### src/rtl/multi_timer_pkg.sv
// Shared definitions for multi_timer: channel state encoding, prescaler
// divide computation and parameter legality checks.
package multi_timer_pkg;

  typedef enum logic [1:0] {
    StIdle   = 2'd0,
    StRun    = 2'd1,
    StPaused = 2'd2
  } ch_state_e;

  // Clock cycles per countdown tick; 0 flags an unusable TICK_HZ.
  function automatic int unsigned calc_div(input int unsigned clk_hz,
                                           input int unsigned tick_hz);
    return (tick_hz == 0) ? 0 : clk_hz / tick_hz;
  endfunction

  // DIV must be an exact integer >= 2 and the channel count must be 1..16.
  function automatic bit params_ok(input int unsigned clk_hz,
                                   input int unsigned tick_hz,
                                   input int unsigned n_ch);
    if (tick_hz == 0) return 1'b0;
    if ((clk_hz % tick_hz) != 0) return 1'b0;
    if (calc_div(clk_hz, tick_hz) < 2) return 1'b0;
    if (n_ch < 1 || n_ch > 16) return 1'b0;
    return 1'b1;
  endfunction

endpackage

### src/rtl/multi_timer_tick_gen.sv
// Free-running prescaler shared by all timer channels. Emits a registered
// one-cycle tick in the cycle after the counter wraps from DIV-1 to 0.
module tick_gen #(
  parameter int unsigned DIV = 10
) (
  input  logic clk_100MHz,
  input  logic reset,
  output logic tick
);

  localparam int unsigned CntW = (DIV > 2) ? $clog2(DIV) : 1;

  logic [CntW-1:0] cnt_q;
  logic            tick_q;

  // Prescaler count and tick pulse; never restarted by channel activity.
  always_ff @(posedge clk_100MHz) begin
    if (reset) begin
      cnt_q  <= '0;
      tick_q <= 1'b0;
    end else if (cnt_q == CntW'(DIV - 1)) begin
      cnt_q  <= '0;
      tick_q <= 1'b1;
    end else begin
      cnt_q  <= cnt_q + CntW'(1);
      tick_q <= 1'b0;
    end
  end

  assign tick = tick_q;

endmodule

### src/rtl/multi_timer.sv
// Multi-channel countdown timer. Each channel is an independent one-shot or
// periodic down-counter with pause, abort and retrigger, clocked by a
// shared prescaler tick.
module multi_timer
  import multi_timer_pkg::*;
#(
  parameter int unsigned CLK_HZ  = 100_000_000,
  parameter int unsigned TICK_HZ = 1,
  parameter int unsigned N_CH    = 4,
  parameter int unsigned CNT_W   = 8
) (
  input  logic                  clk_100MHz,
  input  logic                  reset,
  input  logic [N_CH-1:0]       start,
  input  logic [N_CH-1:0]       stop,
  input  logic [N_CH-1:0]       pause,
  input  logic [N_CH-1:0]       periodic,
  input  logic [N_CH*CNT_W-1:0] value,
  output logic [N_CH-1:0]       t_expired,
  output logic [N_CH-1:0]       busy,
  output logic [N_CH*CNT_W-1:0] remaining,
  output logic                  tick
);

  localparam int unsigned DIV = calc_div(CLK_HZ, TICK_HZ);

  if (!params_ok(CLK_HZ, TICK_HZ, N_CH)) begin : g_bad_params
    $error("multi_timer: CLK_HZ/TICK_HZ must be an integer >= 2 and N_CH in 1..16");
  end

  tick_gen #(
    .DIV (DIV)
  ) u_tick_gen (
    .clk_100MHz (clk_100MHz),
    .reset      (reset),
    .tick       (tick)
  );

  for (genvar i = 0; i < N_CH; i++) begin : g_ch
    ch_state_e        state_q;
    logic [CNT_W-1:0] rem_q;
    logic [CNT_W-1:0] reload_q;
    logic             per_q;
    logic             exp_q;
    logic [CNT_W-1:0] val;

    assign val = value[i*CNT_W +: CNT_W];

    // Channel FSM; priority is stop, then start, then pause/tick.
    always_ff @(posedge clk_100MHz) begin
      if (reset) begin
        state_q  <= StIdle;
        rem_q    <= '0;
        reload_q <= '0;
        per_q    <= 1'b0;
        exp_q    <= 1'b0;
      end else begin
        exp_q <= 1'b0;
        if (stop[i]) begin
          state_q <= StIdle;
          rem_q   <= '0;
        end else if (start[i]) begin
          if (val == '0) begin
            // Zero duration expires immediately, even in periodic mode.
            state_q <= StIdle;
            rem_q   <= '0;
            exp_q   <= 1'b1;
          end else begin
            state_q  <= pause[i] ? StPaused : StRun;
            rem_q    <= val;
            reload_q <= val;
            per_q    <= periodic[i];
          end
        end else begin
          unique case (state_q)
            StRun: begin
              if (pause[i]) begin
                state_q <= StPaused;
              end else if (tick) begin
                if (rem_q > CNT_W'(1)) begin
                  rem_q <= rem_q - CNT_W'(1);
                end else begin
                  exp_q <= 1'b1;
                  if (per_q) begin
                    rem_q <= reload_q;
                  end else begin
                    rem_q   <= '0;
                    state_q <= StIdle;
                  end
                end
              end
            end
            StPaused: begin
              if (!pause[i]) state_q <= StRun;
            end
            default: ;
          endcase
        end
      end
    end

    assign busy[i]                     = (state_q != StIdle);
    assign t_expired[i]                = exp_q;
    assign remaining[i*CNT_W +: CNT_W] = rem_q;
  end

endmodule
### config.mk
export PLATFORM = sky130hd
export DESIGN_NAME = multi_timer
export DESIGN_NICKNAME = d
export VERILOG_FILES = /design/src/rtl/multi_timer_pkg.sv /design/src/rtl/multi_timer_tick_gen.sv /design/src/rtl/multi_timer.sv
export SDC_FILE = /design/constraint.sdc
export NUM_CORES = 1
export LEC_CHECK = 0
export ABC_CLOCK_PERIOD_IN_PS = 4700
export BUFFER_PORTS_ARGS = -buffer_cell sky130_fd_sc_hd__buf_2
export CORE_MARGIN = 10
export CORE_UTILIZATION = 30
export DETAILED_ROUTE_END_ITERATION = 7
export GPL_TIMING_DRIVEN = 0
export PLACE_DENSITY = 0.51
export SYNTH_ARGS = -nofsm -noshare
export SYNTH_HDL_FRONTEND = slang
export SYNTH_SLANG_ARGS = --single-unit
### constraint.sdc
create_clock -name clk_100MHz -period 4.7 [get_ports clk_100MHz]
set_clock_uncertainty 0.1 [all_clocks]
set_input_delay 0.94 -clock clk_100MHz [delete_from_list [all_inputs] [get_ports clk_100MHz]]
set_output_delay 0.94 -clock clk_100MHz [all_outputs]
set_load 0.01 [all_outputs]
==> flow_summary.toml <==
[cts]
cts_resized = 0
clockRootBuffer = "clkbuf_16"
clk_latency_ns = 0.35
clock_sinks = 108
cts_max_path_buffers = 2
cts_inserted_buffers = 9
path_clk_slew_ns = 0.07
hold_buffers = 0
ctsHtreeMaxLevel = 3
post_cts_buffers = 0
tritoncts = "built"

[cells_and_area]
stdcell_count = 1092
multi_input_area_mm2 = 0.00355
nets = 882
num_antenna_cells = 0
mostFrequentLayoutCells = "108 x dfxtp_1, 95 x buf_2, 77 x nor2_1"
post-route-cell-area_mm2 = 0.00704
layout_commonest_cell = "dfxtp_1"
layout-drive-gt1-share = 0.178
area_delta_synth_final_pct = 17.6
fillers = 2079
ff_latch_area_mm2 = 0.00216

[power]
p_int_uw = 1450
clkPwrFrac = 0.363
seq_power_share = 0.486
power.density_mw_per_mm2 = 286
ir_drop_mv = 0.135
swShare = 0.278
p_leak_uw = 0.00257
share_comb_of_total_power = 0.151
p_sw_uw = 559

[sta]
rsz0062_at_grt = "no"
period_minus_slack_ns = 2.51
whs_ns = 0.379
finalSetupTns_ns = 0
fmax_mhz = 398
hold_viol = 0
worst_slew_pin_slew_ns = 1.12
drv_slew = 0
setup_violations = 0
slew_headroom = 0.249
final.period_utilization = 0.534

[setup_path]
r2r_cells = 5
crit_required_ns = 4.85
r2r_end = "g_ch[0].rem_q[0]$_SDFFE_PP0P_"
timing.rr.start = "u_tick_gen.tick$_SDFF_PP0_"
setup.worst_path.end_class = "flip-flop"
critPathKind = "flip-flop to flip-flop"
path_max_fanout = 10
reg2reg_slack_ns = 2.19
worst_ep_arrival_time_ns = 2.66
critPathLaunchType = "flip-flop"

[yosys]
yosysSeqAreaShare = 0.361
synthArstFlopShare = 0
syn-mean-instance-area_um2 = 8.29
syn_inst = 722
synth.distinct_cells = 67
syn_nets = 781
synth_edf_count = 0
synth_warnings = 0
ys.flop_type = "dfxtp_1"
synth_seq_cells = 108
syn_area_mm2 = 0.00599

[drt]
drt_first_pass_iters = 4
wl_per_cell_um = 16.6
routed_wl_um = 18100
drc = 0
antenna_left = 0
vias = 5796
vias_per_cell = 5.31
drtIter0Drc = 363

[global_routing]
antenna_found_initial = 1
grt_pass1_vias = 5487
gr-total-overflow = 0
grt_pass1_wl_um = 29400
grt_usage = 0.136
grt_max_degree = 16

[run]
maxCapViolations = 0

[floorplan]
dieArea_mm2 = 0.0260
ioPinCount = 91
core-area_mm2 = 0.0195
die_h_um = 161
die_w_um = 161
initial_utilization = 0.307
placementRows = 51

[hold_path]
whs_path_depth = 2
holdCritStartpoint = "g_ch[3].reload_q[1]$_SDFFE_PP0P_"
min_to = "g_ch[3].rem_q[1]$_SDFFE_PP0P_"
hp-class = "flip-flop to flip-flop"

[placement]
dpl.hpwl_um = 13400
portBuffers = 90
dp_cells = 1077
placed_area_mm2 = 0.00677
finalWeightedCongestion = 0.869

[outcome]
outcome = "finished, final reports clean"
## cell families (layout without fill, tap and decap cells)
group                    Yosys count  count (layout)  share of synthesized area
XOR/XNOR                          19              19                     0.0278
buffers and inverters             64             169                     0.0456
AO/OA/AOI/OAI                    192             192                      0.218
AND/OR/NAND/NOR                  291             291                      0.263
adder cells (fa/ha/maj)            9               9                     0.0188
flip-flops                       108             108                      0.361
multiplexers                      39              39                     0.0656
## power by group through the flow
stage | Combinational, uW | Clock, uW | Sequential [uW]
5_1_grt | 336 | 784 | 982
3_5_place_dp | 302 | 0 | 998
6_report | 304 | 729 | 977
2_1_floorplan | 195 | 0 | 995
3_3_place_gp | 303 | 0 | 998
4_1_cts | 304 | 754 | 976
## layer usage
layer | vias up | routed length, um | global-route usage
met5 | - | 0 | 0
met4 | 0 | 228 | 0.0434
met3 | 16 | 665 | 0.0224
met2 | 111 | 8060 | 0.211
met1 | 2733 | 9160 | 0.186
li1 | 2936 | - | -
## cells in the mapped netlist, drive strengths merged (5+ instances only)
cell type,instances,area (um^2)
a211oi,14,105
a21oi,48,244
a221oi,5,43.8
a31oi,23,144
buf,13,81.3
clkbuf,32,120
dfxtp,108,2160
ha,9,113
inv,16,60.1
mux2i,37,370
nand2,52,195
nand3,35,175
nand4,12,81.3
nand4bb,5,56.3
nor2,77,289
nor2b,7,43.8
nor3,12,70.1
nor3b,5,37.5
nor4,22,150
o2111ai,5,43.8
o211ai,12,90.1
o21a,7,52.6
o21ai,25,125
o31ai,19,148
or2,17,106
or3,8,50.1
or4,20,161
xnor2,9,78.8
xor2,10,87.6
## how the worst max path moves through the flow
stage | to | slack [ns] | from
2_1_floorplan | g_ch[0].rem_q[3]$_SDFFE_PP0P_ | 2.48 | g_ch[0].rem_q[0]$_SDFFE_PP0P_
3_3_place_gp | g_ch[3].reload_q[5]$_SDFFE_PP0P_ | 1.73 | reset
3_5_place_dp | g_ch[3].reload_q[5]$_SDFFE_PP0P_ | 1.72 | reset
4_1_cts | g_ch[3].reload_q[5]$_SDFFE_PP0P_ | 2.07 | reset
5_1_grt | g_ch[0].rem_q[0]$_SDFFE_PP0P_ | 1.96 | u_tick_gen.tick$_SDFF_PP0_
6_report | g_ch[0].rem_q[0]$_SDFFE_PP0P_ | 2.19 | u_tick_gen.tick$_SDFF_PP0_
## area by class of cell
cell class / instances / area share
well taps: 265 / 0.0471
multi-input cells: 550 / 0.505
repair buffers: 90 / 0.0640
inverters: 19 / 0.0101
clock inverters: 2 / 0.00142
clock buffers: 13 / 0.0370
flip-flops and latches: 108 / 0.307
plain buffers: 45 / 0.0286
## sequential cells by signal (all words and copies together), names as in the netlist
name / count
g_ch.rem_q: 32
u_tick_gen.tick: 1
g_ch.per_q: 4
g_ch.exp_q: 4
u_tick_gen.cnt_q: 27
g_ch.state_q: 8
g_ch.reload_q: 32
## per-stage QoR
step                      worst slack [ns]  utilization  power, uW
final                                 2.19        0.360       2010
after detailed placement              1.72        0.347       1300
after global routing                  1.96        0.360       2100
after global placement                1.73        0.347       1300
after floorplan                       2.48            -       1190
after CTS                             2.07        0.360       2030
## critical path: stages, from the launching register on
cell and delay, ns:
dfxtp_1 0.38, clkbuf_1 0.45, nor4bb_1 0.89, and3_1 0.25, a221oi_1 0.07, o31ai_1 0.26
(Power assumes the default switching activity.)
